[src/rtl/lcd_cmd_sequencer_if.sv]
// Command handshake between the script sequencer (master) and the LCD image controller (slave).
interface lcd_cmd_sequencer_if;
    logic [3:0] cmd;
    logic       cmd_valid;
    logic       busy;
    logic       done;

    modport master (output cmd, output cmd_valid, input busy, input done);
    modport slave  (input cmd, input cmd_valid, output busy, output done);
endinterface

[src/rtl/lcd_cmd_sequencer.sv]
// Script-driven command source for the LCD image controller: fetches words from a sync ROM,
// expands repeat counts and obeys the busy/done handshake. Optional watchdog: LCD_SEQ_WDOG_EN.
module lcd_cmd_sequencer #(
    parameter int ADDR_W  = 6,
    parameter int TIMEOUT = 1024
) (
    input  logic                  clk,
    input  logic                  reset,
    input  logic                  start,
    output logic                  scr_rd,
    output logic [ADDR_W-1:0]     scr_A,
    input  logic [7:0]            scr_Q,
    lcd_cmd_sequencer_if.master   ctl,
    output logic                  seq_busy,
    output logic                  seq_done,
    output logic                  err
);

    typedef enum logic [3:0] {
        S_IDLE,
        S_FETCH,
        S_LATCH,
        S_WAIT_RDY,
        S_ISSUE,
        S_GUARD,
        S_WAIT_BUSY,
        S_WAIT_DONE,
        S_FINISH
    } state_t;

    state_t      state;
    state_t      state_next;
    logic [3:0]  cmd_r;
    logic [3:0]  rep_r;
    logic [3:0]  cmd_q;
    logic [3:0]  code;
    logic        last_addr;
    logic        restart;
    logic        addr_inc;
    logic        rep_dec;
    logic        in_wait;
    logic        timeout;

    assign code      = scr_Q[3:0];
    assign last_addr = &scr_A;
    assign restart   = start && ((state == S_IDLE) || (state == S_FINISH));
    assign in_wait   = (state == S_WAIT_RDY) || (state == S_WAIT_BUSY) || (state == S_WAIT_DONE);

    always_ff @(posedge clk or posedge reset) begin
        if (reset) begin
            state <= S_IDLE;
        end else begin
            state <= state_next;
        end
    end

    always_comb begin
        state_next = state;
        addr_inc   = 1'b0;
        rep_dec    = 1'b0;
        case (state)
            S_IDLE: begin
                if (start) state_next = S_FETCH;
            end
            S_FETCH: begin
                state_next = S_LATCH;
            end
            S_LATCH: begin
                if (code == 4'd15) begin
                    state_next = S_FINISH;
                end else if (code >= 4'd12) begin
                    // A reserved word at the top address is treated as the implicit END
                    if (last_addr) begin
                        state_next = S_FINISH;
                    end else begin
                        addr_inc   = 1'b1;
                        state_next = S_FETCH;
                    end
                end else begin
                    state_next = S_WAIT_RDY;
                end
            end
            S_WAIT_RDY: begin
                if (!ctl.busy) state_next = S_ISSUE;
            end
            S_ISSUE: begin
                state_next = (cmd_r == 4'd0) ? S_WAIT_DONE : S_GUARD;
            end
            S_GUARD: begin
                state_next = S_WAIT_BUSY;
            end
            S_WAIT_BUSY: begin
                if (!ctl.busy) begin
                    if (rep_r != 4'd0) begin
                        rep_dec    = 1'b1;
                        state_next = S_WAIT_RDY;
                    end else if (last_addr) begin
                        state_next = S_FINISH;
                    end else begin
                        addr_inc   = 1'b1;
                        state_next = S_FETCH;
                    end
                end
            end
            S_WAIT_DONE: begin
                if (ctl.done) state_next = S_FINISH;
            end
            S_FINISH: begin
                if (start) state_next = S_FETCH;
            end
            default: begin
                state_next = S_IDLE;
            end
        endcase
        if (timeout) begin
            state_next = S_FINISH;
            addr_inc   = 1'b0;
            rep_dec    = 1'b0;
        end
    end

    always_ff @(posedge clk or posedge reset) begin
        if (reset) begin
            scr_A <= '0;
            cmd_r <= 4'd0;
            rep_r <= 4'd0;
            cmd_q <= 4'd0;
        end else begin
            if (restart) begin
                scr_A <= '0;
            end else if (addr_inc) begin
                scr_A <= scr_A + 1'b1;
            end
            if (state == S_LATCH) begin
                cmd_r <= scr_Q[3:0];
                rep_r <= scr_Q[7:4];
            end else if (rep_dec) begin
                rep_r <= rep_r - 1'b1;
            end
            // cmd keeps showing the last issued code between strobes
            if ((state == S_WAIT_RDY) && (state_next == S_ISSUE)) begin
                cmd_q <= cmd_r;
            end
        end
    end

`ifdef LCD_SEQ_WDOG_EN
    localparam int WdW = $clog2(TIMEOUT + 1);

    logic [WdW-1:0] wd_cnt;
    logic           err_q;

    // Fires on the last cycle of a wait that has lasted TIMEOUT cycles without progress
    assign timeout = in_wait && (wd_cnt == WdW'(TIMEOUT - 1)) &&
                     (((state == S_WAIT_RDY)  &&  ctl.busy) ||
                      ((state == S_WAIT_BUSY) &&  ctl.busy) ||
                      ((state == S_WAIT_DONE) && !ctl.done));

    always_ff @(posedge clk or posedge reset) begin
        if (reset) begin
            wd_cnt <= '0;
            err_q  <= 1'b0;
        end else begin
            if ((state_next != state) || !in_wait) begin
                wd_cnt <= '0;
            end else begin
                wd_cnt <= wd_cnt + 1'b1;
            end
            if (restart) begin
                err_q <= 1'b0;
            end else if (timeout) begin
                err_q <= 1'b1;
            end
        end
    end

    assign err = err_q;
`else
    logic unused_timeout;

    assign unused_timeout = (TIMEOUT != 0) || in_wait;
    assign timeout        = 1'b0;
    assign err            = 1'b0;
`endif

    assign scr_rd        = (state == S_FETCH);
    assign ctl.cmd       = cmd_q;
    assign ctl.cmd_valid = (state == S_ISSUE);
    assign seq_busy      = (state != S_IDLE) && (state != S_FINISH);
    assign seq_done      = (state == S_FINISH);

endmodule

[src/flat_wrapper.sv]
// flat-port wrapper written by rule: the top's interface ports become plain ports
module lcd_cmd_sequencer_flat 
#(
    parameter int ADDR_W  = 6,
    parameter int TIMEOUT = 1024
)
  (clk, reset, start, scr_rd, scr_A, scr_Q, seq_busy, seq_done, err, ctl_cmd, ctl_cmd_valid, ctl_busy, ctl_done);
  lcd_cmd_sequencer_if ctl_i ();
  input  logic clk;
  input  logic reset;
  input  logic start;
  output logic scr_rd;
  output logic [ADDR_W-1:0] scr_A;
  input  logic [7:0] scr_Q;
  output logic seq_busy;
  output logic seq_done;
  output logic err;
  output wire logic [$bits(ctl_i.cmd)-1:0] ctl_cmd;
  output wire logic [$bits(ctl_i.cmd_valid)-1:0] ctl_cmd_valid;
  input wire logic [$bits(ctl_i.busy)-1:0] ctl_busy;
  input wire logic [$bits(ctl_i.done)-1:0] ctl_done;
  assign ctl_cmd = ctl_i.cmd;
  assign ctl_cmd_valid = ctl_i.cmd_valid;
  assign ctl_i.busy = ctl_busy;
  assign ctl_i.done = ctl_done;
  lcd_cmd_sequencer #(.ADDR_W(ADDR_W), .TIMEOUT(TIMEOUT)) u_core (.clk(clk), .reset(reset), .start(start), .scr_rd(scr_rd), .scr_A(scr_A), .scr_Q(scr_Q), .ctl(ctl_i), .seq_busy(seq_busy), .seq_done(seq_done), .err(err));
endmodule
[config.mk]
export PLATFORM = sky130hd
export DESIGN_NAME = lcd_cmd_sequencer_flat
export DESIGN_NICKNAME = d
export VERILOG_FILES = /design/src/rtl/lcd_cmd_sequencer_if.sv /design/src/rtl/lcd_cmd_sequencer.sv /design/src/flat_wrapper.sv
export SDC_FILE = /design/constraint.sdc
export NUM_CORES = 1
export LEC_CHECK = 0
export ABC_CLOCK_PERIOD_IN_PS = 2080
export CORE_UTILIZATION = 35
export DETAILED_ROUTE_END_ITERATION = 10
export PLACE_DENSITY = 0.62
export SETUP_SLACK_MARGIN = 0.15
export SLEW_MARGIN = 20
export SYNTH_ARGS = -nofsm -noshare
export SYNTH_HDL_FRONTEND = slang
export SYNTH_SLANG_ARGS = --single-unit
[constraint.sdc]
create_clock -name clk -period 2.08 [get_ports clk]
set_clock_uncertainty 0.1 [all_clocks]
set_input_delay 0.312 -clock clk [delete_from_list [all_inputs] [get_ports clk]]
set_output_delay 0.312 -clock clk [all_outputs]
set_load 0.01 [all_outputs]
# Yosys cells after proc, flatten, opt, wreduce, memory -nomap -nowiden
# Index checks and enable logic that the tools add are counted.
[op_classes]
add_sub_neg = 2
magnitude_cmp = 1
eq_ne = 11
mux = 23
n_reduce_logical = 12
[ops]
columns = ["operator", "count"]
rows = [
  ["$mux 4", 10],
  ["$pmux 4 s8", 1],
  ["$eq 4x3->1 const B", 5],
  ["$mux 6", 2],
  ["$eq 4x2->1 const B", 2],
  ["$eq 4x4->1 const B", 2],
  ["$logic_not 4->1", 2],
  ["$mux 1", 8],
  ["$reduce_bool 4->1", 2],
  ["$add 6x1->6 const B", 1],
  ["$reduce_and 6->1", 1],
  ["$eq 4x1->1 const B", 1],
  ["$ge 4x4->1 const B", 1],
  ["$ne 4x4->1 const B", 1],
  ["$reduce_bool 2->1", 2],
  ["$sub 4x1->4 const B", 1],
  ["$logic_and 1x1->1", 3],
  ["$mux 2", 1],
  ["$pmux 1 s2", 1],
  ["$reduce_or 2->1", 1],
  ["$logic_or 1x1->1", 1],
]
[word_totals]
regBits = 22
input_bits = 13
output_inout_bits = 15
wordCells = 54

# Logic depth before layout (Yosys ltp)
[logic_depth]
depth_word = 7
ltp_mapped = 7
mapped_depth_nobuf = 6

# Worst setup path after synthesis
# Ideal clock, no wire load.
[synth_timing]
path_kind = "flip-flop to flip-flop"
startpoint = "register u_core.rep_r[0]"
endpoint = "register u_core.scr_A[5]"
arrival_ns = 2.046
setup_slack_ns = -0.186
stages_incl_launch_ff = 8
path_buffers = 1
synth_period_minus_slack_ns = 2.266
path_cell_list = "dfrtp_1 inv_1 ha_1 or3b_4 or4_4 buf_6 a2111o_1 o211a_1"
[synth_via]
elab_chain_len = 5
[synth_rtl]
columns = ["element", "line", "rtl"]
rows = [
  ["from (decl)", "lcd_cmd_sequencer.sv:34", "logic [3:0] rep_r;"],
  ["from (signal assigned)", "lcd_cmd_sequencer.sv:136", "rep_r <= scr_Q[7:4];"],
  ["from (signal assigned)", "lcd_cmd_sequencer.sv:138", "rep_r <= rep_r - 1'b1;"],
  ["$reduce_bool 4->1", "lcd_cmd_sequencer.sv:94", "if (rep_r != 4'd0) begin"],
  ["$mux 1", "lcd_cmd_sequencer.sv:94", ""],
  ["$mux 1", "lcd_cmd_sequencer.sv:93", "if (!ctl.busy) begin"],
  ["$pmux 1 s2", "lcd_cmd_sequencer.sv:61", "case (state)"],
  ["$reduce_bool 2->1 (no source line)", "--", ""],
  ["to (signal assigned)", "lcd_cmd_sequencer.sv:132", "scr_A <= scr_A + 1'b1;"],
  ["to (decl)", "lcd_cmd_sequencer.sv:11", "output logic [ADDR_W-1:0] scr_A,"],
]
# Every way passes these cells.
# A chain may end at the register's enable or synchronous reset.

# Final worst setup path
# Ends and elaborated chain as after synthesis.

==> flow_summary.yaml <==
status:
  result_of_the_run: "finished, violations left"
  failed_checks: "negative setup slack"
sta:
  final.hold.worst_slack_ps: 273
  maxClockFrequency_mhz: 448
  setup_viol: 7
  hold_viol: 0
  tightest_slew_ps: 528
  fin_crit_ps: 2230
  finalSetupTns_ps: -489
  grt_setup_unrepaired: "yes"
  report.final.slew_viol_count: 0
  fin_worst_setup_slack_ps: -152
  finalCritPeriodShare: 1.07
  timing.max_slew.rel_slack: 0.643
setup_path:
  crit_path_end_kind: "flip-flop"
  critPathArrivalTime_ps: 2290
  critical_path_class: "flip-flop to flip-flop"
  timing.critical_path.required_ps: 2140
  crit_path_max_fanout: 6
  worstSetupStartpointType: "flip-flop"
detailed_routing:
  route.vias.total: 1224
  initialDrtViolationCount: 111
  final_antenna_net_count: 0
  vias_per_cell: 5.12
  avgRoutedWirePerCell_um: 13.7
  drc: 0
  total_routed_length_um: 3270
  first_pass_iters: 4
clock_network:
  tritoncts.num_buffers: 3
  path_clk_slew_ps: 80
  h-tree-depth: 1
  cts_tree: "built"
  cts_hold_buffers: 0
  latest_clock_arrival_within_the_worst_skew_pair_ps: 270
  clk_root_buffer_cell: "clkbuf_8"
  cts.sinks: 22
  cts_max_path_buffers: 2
placement:
  dpl.cell_count: 227
  gp_congestion: 0.882
  detailed_place_hpwl_um: 2330
  port_buffers: 26
  detailed_place.area_um2: 1700
final_layout:
  final_area_um2: 1850
  final_common_cell: "nand2_1"
  n_fill_cell: 310
  final_util: 0.539
  multi_input_area_um2: 712
  area_growth_pct: 43.1
  finalNetCount: 209
  layout-drive-gt1-share: 0.244
  register_area_um2: 553
  antennaDiodeCount: 0
  instances_no_fill: 239
  layout.cells.most_common_list: "27 x nand2_1, 23 x buf_4, 22 x clkdlybuf4s50_1"
floorplan:
  core_area_um2: 3440
  dieWidth_um: 62.9
  placement_rows: 21
  die-height_um: 62.9
  initial_util: 0.377
  ioPinCount: 28
  fp.dieArea_um2: 3950
power:
  max-vdd-ir-drop_v: 0.000610
  p_leak_nw: 0.836
  power_per_cell_area_nw_per_um2: 1190
grt:
  grt_start_max_net_pins: 23
  global_route_wire_length_before_repair_um: 5570
  gr-usage-all-layers: 0.181
  grt_antenna_before_repair: 0
  grt_overflow: 0
  grt_pass1_vias: 1181
logic_synthesis:
  synthFlopType: "dfrtp_1"
  synth-seq-cells: 22
  synthesis.area_um2: 1300
  ys_async_rst_share: 1.00
  post_synth_num_cell_types: 40
  synth_enable_flop_cells: 0
  mean_instance_size_in_the_synthesized_netlist_um2: 8.82
  netlist_instances: 147
  synth_fp_nets: 162
  yosysWarnings: 0
  ys_seq_area_frac: 0.425
hold_path:
  min_path_type: "primary input to asynchronous set/reset pin"
run:
  max_cap_violations: 0
## cells by family after synthesis
| family | share of synthesized area |
|---|---|
| simple gates | 0.277 |
| compound gates | 0.121 |
| flops | 0.425 |
| buf+inv | 0.0608 |
| mux | 0.0811 |
| fa+ha+maj | 0.0193 |
| xor+xnor | 0.0135 |
| other cells | 0.00289 |
## cells in the mapped netlist, types with 2 or more instances
master    number  area, µm²
nand2_1       28        105
dfrtp_1       22        551
inv_1          9       33.8
clkbuf_1       7       26.3
nand2b_1       7       43.8
a21oi_1        6       30.0
mux2i_1        6       60.1
nand3_1        5       25.0
nor2_1         5       18.8
nor2b_1        5       31.3
nor3_1         5       25.0
and3_1         4       25.0
mux2_2         4       45.0
nand4_1        3       18.8
o211ai_1       3       22.5
a211oi_1       2       15.0
ha_1           2       25.0
nand3b_1       2       15.0
## power by group
part	leakage, nW	internal [W]	switching (W)
registers	0.279	0.000594	0.000153
clock network	0.0288	0.000169	0.000142
logic	0.528	0.000615	0.000535
## critical path, stage by stage, from the launching register on
cell and delay [ps]:
dfrtp_1 390, inv_2 80, ha_4 130, or3b_4 370
or4_4 550, a2111o_1 380, o211a_1 130
## sequential cells by signal, summed over array words and instances (netlist names)
signal,cells
u_core.state,4
u_core.rep_r,4
u_core.cmd_r,4
u_core.ctl.cmd,4
u_core.scr_A,6
## layer usage
metal / GRT usage / wire, µm
met1: 0.245 / 1490
met4: 0.0872 / 73
met5: 0 / 0
met3: 0.0328 / 184
met2: 0.279 / 1520
## worst paths after layout
kind	startpoint	endpoint	slack [ps]	cells after the start
setup reg to reg	u_core.rep_r[0]	u_core.scr_A[5]	-150	6
hold / removal	reset	u_core.cmd_r[3]	270	3
max in group asynchronous	reset	u_core.state[1]	1360	3
hold reg to reg	u_core.ctl.cmd[2]	u_core.ctl.cmd[2]	410	1
setup / recovery	u_core.rep_r[0]	u_core.scr_A[5]	-150	6
min in group clk	u_core.ctl.cmd[2]	u_core.ctl.cmd[2]	410	1
## final cells by class
class | count | area share
clock buffers | 4 | 0.0297
repair buffers | 51 | 0.239
inverters | 9 | 0.0182
flip-flops and latches | 22 | 0.298
well taps | 46 | 0.0310
multi-input cells | 107 | 0.384
## stage by stage
step | total power, W | setup slack (ps)
floorplan | 0.00131 | -172
global placement | 0.00175 | -124
detailed placement | 0.00178 | -156
CTS | 0.00217 | -135
global route | 0.00239 | -191
finish | 0.00221 | -152
## timing repair
item | CTS | global route
gates resized for setup | 11 | 7
hold endpoints to repair | 0 | 0
pin swaps | 0 | 3
buffers inserted | 5 | 3
endpoints found under the setup margin | 11 | 8
(Power assumes the default switching activity.)
